File: src/rtl/sdram_arb_pkg.sv
// Shared types for the SDRAM port arbiter: FSM state encoding and one-hot decode.
package sdram_arb_pkg;
  localparam int MAX_PORTS = 8;
  localparam int IDX_W     = 3;

  typedef enum logic [1:0] {
    IDLE = 2'd0,
    BUSY = 2'd1,
    ACK  = 2'd2
  } arb_state_t;

  function automatic logic [IDX_W-1:0] onehot_to_idx(input logic [MAX_PORTS-1:0] oh);
    logic [IDX_W-1:0] idx;
    idx = '0;
    for (int i = 0; i < MAX_PORTS; i++) begin
      if (oh[i]) idx = idx | IDX_W'(i);
    end
    return idx;
  endfunction
endpackage

File: src/rtl/sdram_port_arbiter_rr_pick.sv
// Combinational round-robin picker; SDRAM_ARB_PRIO0_EN gives port 0 absolute priority.
module rr_pick
  import sdram_arb_pkg::*;
#(
  parameter int NPORTS = 3
) (
  input  logic [NPORTS-1:0] req,
  input  logic [IDX_W-1:0]  last,
  output logic [NPORTS-1:0] winner,
  output logic              valid
);

  always_comb begin
    int idx;
    winner = '0;
    valid  = 1'b0;
    idx    = 0;
`ifdef SDRAM_ARB_PRIO0_EN
    if (req[0]) begin
      winner[0] = 1'b1;
      valid     = 1'b1;
    end
`endif
    // Scan upward from last+1 with wrap; the first hit wins.
    for (int i = 1; i <= NPORTS; i++) begin
      idx = (int'(last) + i) % NPORTS;
`ifdef SDRAM_ARB_PRIO0_EN
      if (!valid && idx != 0 && req[idx]) begin
`else
      if (!valid && req[idx]) begin
`endif
        winner[idx] = 1'b1;
        valid       = 1'b1;
      end
    end
  end

endmodule

File: src/rtl/sdram_port_arbiter.sv
// Shares one SDRAM controller command port among NPORTS requesters (IDLE/BUSY/ACK FSM).
// Optional build macro SDRAM_ARB_PRIO0_EN: port 0 (video) overrides round-robin.
module sdram_port_arbiter
  import sdram_arb_pkg::*;
#(
  parameter int NPORTS     = 3,
  parameter int ADDR_WIDTH = 25,
  parameter int DATA_WIDTH = 16
) (
  input  logic                         clk,
  input  logic                         reset_in,
  input  logic [NPORTS-1:0]            port_req,
  input  logic [NPORTS-1:0]            port_wr,
  input  logic [NPORTS*ADDR_WIDTH-1:0] port_addr,
  input  logic [NPORTS*DATA_WIDTH-1:0] port_wdata,
  output logic [NPORTS-1:0]            port_ack,
  output logic [DATA_WIDTH-1:0]        port_rdata,
  output logic [NPORTS-1:0]            grant,
  output logic                         ctl_req,
  output logic                         ctl_wr,
  output logic [ADDR_WIDTH-1:0]        ctl_addr,
  output logic [DATA_WIDTH-1:0]        ctl_wdata,
  input  logic                         ctl_ack,
  input  logic [DATA_WIDTH-1:0]        ctl_rdata
);

  arb_state_t            state_q, state_d;
  logic [IDX_W-1:0]      last_q, last_d;
  logic [NPORTS-1:0]     grant_q, grant_d;
  logic [NPORTS-1:0]     port_ack_q, port_ack_d;
  logic [DATA_WIDTH-1:0] port_rdata_q, port_rdata_d;
  logic                  ctl_req_q, ctl_req_d;
  logic                  ctl_wr_q, ctl_wr_d;
  logic [ADDR_WIDTH-1:0] ctl_addr_q, ctl_addr_d;
  logic [DATA_WIDTH-1:0] ctl_wdata_q, ctl_wdata_d;

  logic [NPORTS-1:0]     win;
  logic                  win_vld;
  logic [MAX_PORTS-1:0]  win_ext;
  logic [IDX_W-1:0]      win_idx;

  rr_pick #(.NPORTS(NPORTS)) u_pick (
    .req    (port_req),
    .last   (last_q),
    .winner (win),
    .valid  (win_vld)
  );

  always_comb begin
    win_ext              = '0;
    win_ext[NPORTS-1:0]  = win;
    win_idx              = onehot_to_idx(win_ext);
  end

  always_comb begin
    state_d      = state_q;
    last_d       = last_q;
    grant_d      = grant_q;
    port_ack_d   = port_ack_q;
    port_rdata_d = port_rdata_q;
    ctl_req_d    = ctl_req_q;
    ctl_wr_d     = ctl_wr_q;
    ctl_addr_d   = ctl_addr_q;
    ctl_wdata_d  = ctl_wdata_q;
    case (state_q)
      IDLE: begin
        if (win_vld) begin
          grant_d     = win;
          ctl_req_d   = 1'b1;
          ctl_wr_d    = port_wr[win_idx];
          ctl_addr_d  = port_addr[int'(win_idx)*ADDR_WIDTH +: ADDR_WIDTH];
          ctl_wdata_d = port_wdata[int'(win_idx)*DATA_WIDTH +: DATA_WIDTH];
`ifdef SDRAM_ARB_PRIO0_EN
          if (win_idx != '0) last_d = win_idx;
`else
          last_d = win_idx;
`endif
          state_d = BUSY;
        end
      end
      BUSY: begin
        if (ctl_ack) begin
          port_rdata_d = ctl_rdata;
          ctl_req_d    = 1'b0;
          port_ack_d   = grant_q;
          state_d      = ACK;
        end
      end
      ACK: begin
        port_ack_d = '0;
        grant_d    = '0;
        state_d    = IDLE;
      end
      default: state_d = IDLE;
    endcase
  end

  always_ff @(posedge clk) begin
    if (reset_in) begin
      state_q      <= IDLE;
      last_q       <= IDX_W'(NPORTS-1);
      grant_q      <= '0;
      port_ack_q   <= '0;
      port_rdata_q <= '0;
      ctl_req_q    <= 1'b0;
      ctl_wr_q     <= 1'b0;
      ctl_addr_q   <= '0;
      ctl_wdata_q  <= '0;
    end else begin
      state_q      <= state_d;
      last_q       <= last_d;
      grant_q      <= grant_d;
      port_ack_q   <= port_ack_d;
      port_rdata_q <= port_rdata_d;
      ctl_req_q    <= ctl_req_d;
      ctl_wr_q     <= ctl_wr_d;
      ctl_addr_q   <= ctl_addr_d;
      ctl_wdata_q  <= ctl_wdata_d;
    end
  end

  assign port_ack   = port_ack_q;
  assign port_rdata = port_rdata_q;
  assign grant      = grant_q;
  assign ctl_req    = ctl_req_q;
  assign ctl_wr     = ctl_wr_q;
  assign ctl_addr   = ctl_addr_q;
  assign ctl_wdata  = ctl_wdata_q;

endmodule

File: config.mk
export PLATFORM = sky130hd
export DESIGN_NAME = sdram_port_arbiter
export DESIGN_NICKNAME = d
export VERILOG_FILES = /design/src/rtl/sdram_arb_pkg.sv /design/src/rtl/sdram_port_arbiter_rr_pick.sv /design/src/rtl/sdram_port_arbiter.sv
export SDC_FILE = /design/constraint.sdc
export NUM_CORES = 1
export LEC_CHECK = 0
export ABC_AREA = 0
export CAP_MARGIN = 10
export CORE_MARGIN = 2
export CORE_UTILIZATION = 39
export CTS_BUF_LIST = sky130_fd_sc_hd__clkbuf_2 sky130_fd_sc_hd__clkbuf_4 sky130_fd_sc_hd__clkbuf_8
export CTS_CLUSTER_SIZE = 30
export DETAILED_ROUTE_END_ITERATION = 10
export PLACE_DENSITY = 0.76
export SLEW_MARGIN = 20
export SYNTH_ARGS = -nofsm -noshare
export SYNTH_HDL_FRONTEND = slang
export SYNTH_SLANG_ARGS = --single-unit
File: constraint.sdc
create_clock -name clk -period 2.1 [get_ports clk]
set_input_delay 0.525 -clock clk [delete_from_list [all_inputs] [get_ports clk]]
set_output_delay 0.525 -clock clk [all_outputs]
set_load 0.05 [all_outputs]
==> impl_metrics.json <==
{
  "outcome": "finished, violations left",
  "violations": "setup timing",
  "slew_headroom": 0.4999,
  "hold_viol_final": 0,
  "final_nets": 950,
  "syn_nets": 724,
  "synth_top_area_frac": 0.2998,
  "start_util": 0.4017,
  "drc_errors": 0,
  "rows": 39,
  "syn-cell-area_um2": 4607,
  "timing.fmax_ghz": 0.4401,
  "synthTopCellsByArea": "dfxtp_1, a221o_1, a32oi_1",
  "h-tree-depth": 3,
  "syn_to_final_growth_pct": 71.21,
  "die_w_um": 112.7,
  "grt_pass1_vias": 5826,
  "io_pins": 213,
  "yosysSeqAreaShare": 0.2998,
  "synth_warnings": 0,
  "ant_nets": 0,
  "final_cell_count_no_fill": 946,
  "crit_family": "compound AO/OA/AOI/OAI gates",
  "synth_edf_count": 0,
  "cts_root_buffer": "clkbuf_8",
  "regToRegStartpoint": "last_q[0]$_SDFFE_PP0P_",
  "min_period_over_period": 1.082,
  "via_count": 5889,
  "gp_routability_congestion": 0.8515,
  "fin_crit_ps": 2272,
  "hold_class": "reg2reg",
  "num_antenna_cells": 0,
  "min-delay-start": "port_rdata[7]$_SDFFE_PP0P_",
  "firstDrtPassIters": 5,
  "r2r-end": "ctl_addr[8]$_SDFFE_PP0P_",
  "dp.cells": 909,
  "cts.sinks": 69,
  "end_kind": "flop",
  "avgSynthCellArea_um2": 8.054,
  "wl_per_cell_um": 20.91,
  "worstMarginPinSlew_ps": 748.5,
  "finClkSkew_ps": 13.83,
  "clk_latency_ps": 370,
  "p_leak_nw": 3.097,
  "cts_tree": "yes",
  "finalSetupViolations": 48,
  "drt-total-wl_um": 19780,
  "clockBufferDepth": 2,
  "worst_r2r_path_depth": 10,
  "die_h_um": 112.7,
  "ir_drop_mv": 0.7563,
  "grt_pass1_wl_um": 29770,
  "gr-total-overflow": 0,
  "holdBufCountCts": 0,
  "io_buffers": 212,
  "synth_top_area_cell": "dfxtp_1",
  "crit_fanout": 7,
  "max-cap-violations": 0,
  "crit_type": "reg2reg",
  "core-area_um2": 11470,
  "antenna_found_initial": 0,
  "cts_made_buffers": 9,
  "synth-main-ff-cell": "dfxtp_1",
  "rsz0062_at_grt": "true",
  "slowest_stage": "dfxtp_4",
  "grt_max_degree": 43,
  "drt_iter0_drc": 691,
  "cpPeakStageDelay_ps": 400,
  "slew_violations": 0,
  "vias_per_cell": 6.225,
  "setup_tns_ps": -6245,
  "dp_hpwl_um": 12150,
  "dieArea_um2": 12700,
  "worst_ep_arrival_time_ps": 2530,
  "grt_usage": 0.2885,
  "crit_buf_inv": 5,
  "synth-async-reset-ratio": 0,
  "min_delay_path_depth": 2,
  "start_kind": "flop",
  "required_ps": 2360,
  "synth_cell_types": 43,
  "post-route-util": 0.6878,
  "min_to": "port_rdata[7]$_SDFFE_PP0P_",
  "p_per_area_nw_per_um2": 1329,
  "final_layout_size_suffix_gt1_frac": 0.1445,
  "ys_ff_latch": 69,
  "regToRegSetupSlack_ps": -170,
  "synth_cells": 572,
  "setup_ws_ps": -172.0,
  "clkSlewWorstSetupHoldPaths_ps": 80,
  "crit_chain": "inv_4, ha_4, buf_8, buf_4, nand3_1, a21oi_4, buf_6, clkbuf_16, o211ai_1, a221o_1"
}
## layer usage
| metal | track usage | up-vias | share of wire | wire length (um) |
|---|---|---|---|---|
| met1 | 0.3544 | 2798 | 0.40 | 7865 |
| li1 | - | 2673 | - | - |
| met2 | 0.4826 | 364 | 0.48 | 9525 |
| met5 | 0 | - | 0 | 0 |
| met3 | 0.07505 | 54 | 0.098 | 1941 |
| met4 | 0.1130 | 0 | 0.022 | 444 |
## flip-flops by register name (all words and copies together) (netlist names)
name	cells
state_q	2
ctl_wdata	16
port_ack	3
grant	3
port_rdata	16
ctl_addr	25
last_q	2
ctl_req	1
ctl_wr	1
## how the worst max path moves through the flow
| stage | startpoint | end | slack, ps | cells past startpoint |
|---|---|---|---|---|
| 2_1_floorplan | last_q[0]$_SDFFE_PP0P_ | ctl_addr[24]$_SDFFE_PP0P_ | -10 | 9 |
| 3_3_place_gp | port_req[1] | ctl_addr[18]$_SDFFE_PP0P_ | -590 | 7 |
| 3_5_place_dp | port_req[1] | ctl_addr[14]$_SDFFE_PP0P_ | -670 | 9 |
| 4_1_cts | last_q[0]$_SDFFE_PP0P_ | ctl_wdata[6]$_SDFFE_PP0P_ | -150 | 9 |
| 5_1_grt | last_q[0]$_SDFFE_PP0P_ | ctl_addr[6]$_SDFFE_PP0P_ | -230 | 10 |
| 6_report | last_q[0]$_SDFFE_PP0P_ | ctl_addr[8]$_SDFFE_PP0P_ | -170 | 10 |
## kinds of logic after synthesis
group	share of synthesized area
multiplexers	0.008963
AO/OA/AOI/OAI	0.3661
buffers and inverters	0.07143
adder cells (fa/ha/maj)	0.01086
flip-flops	0.2998
AND/OR/NAND/NOR	0.2428
## power breakdown
group	switching, mW	internal [mW]
clock network	0.569	0.736
logic	4.15	2.87
registers	0.333	1.84
total	5.05	5.44
## area by class of cell
| type | instances | area, um2 |
|---|---|---|
| clock inverter | 5 | 82.58 |
| timing repair buffer | 280 | 2983 |
| sequential | 69 | 1389 |
| fill | 864 | 3580 |
| multi-input combinational | 432 | 3078 |
| inverter | 6 | 25.02 |
| tap | 143 | 178.9 |
| clock buffer | 11 | 151.4 |
## through the flow
step	total power, mW	cell area, um2	hold WS, ps	setup slack [ps]
after CTS	10.29	7711	457.6	-148.5
after floorplan	6.022	4621	462.7	-13.28
after global placement	8.397	7207	441.4	-592.9
after global routing	10.93	7888	486.9	-226.4
final	10.48	7888	456.2	-172.0
after detailed placement	8.486	7207	447.8	-666.2
## synthesized netlist by cell type (4+ instances only)
cell type	n
a21oi_1	27
a221o_1	42
a22oi_1	6
a32oi_1	42
and2_1	42
buf_1	5
buf_2	10
buf_6	5
clkbuf_1	43
clkbuf_2	4
dfxtp_1	69
ha_1	4
inv_1	6
nand2_1	46
nand2b_1	4
nand3_1	44
nor2_1	8
nor2b_1	4
nor3b_1	42
o211ai_1	42
o21ai_0	45
## cell usage in the layout (no fill, tap or decap), drive strengths merged, types with 9 or more instances in the layout
cell / synthesis / final
clkdlybuf4s50: 0 / 189
dfxtp: 69 / 69
dlymetal6s2s: 0 / 17
a21oi: 28 / 29
and2: 42 / 42
a32oi: 42 / 42
nor3b: 42 / 42
nor2: 8 / 9
clkbuf: 47 / 14
nand2: 46 / 46
o21ai: 47 / 47
buf: 20 / 66
nand3: 44 / 44
o211ai: 42 / 42
a221o: 42 / 42
## timing repair
action / 4_1_cts / 5_1_grt
gates cloned: 5 / 5
setup endpoints to repair: 50 / 62
hold endpoints to repair: 0 / 0
pin swaps: 9 / 14
gates resized for setup: 36 / 21
buffers inserted: 7 / 5
## worst min-delay path, cell delays in order, from the launching register on
cell     delay [ps]
dfxtp_1         310
nand2_1          50
a21oi_1          50
(Power assumes the default switching activity.)
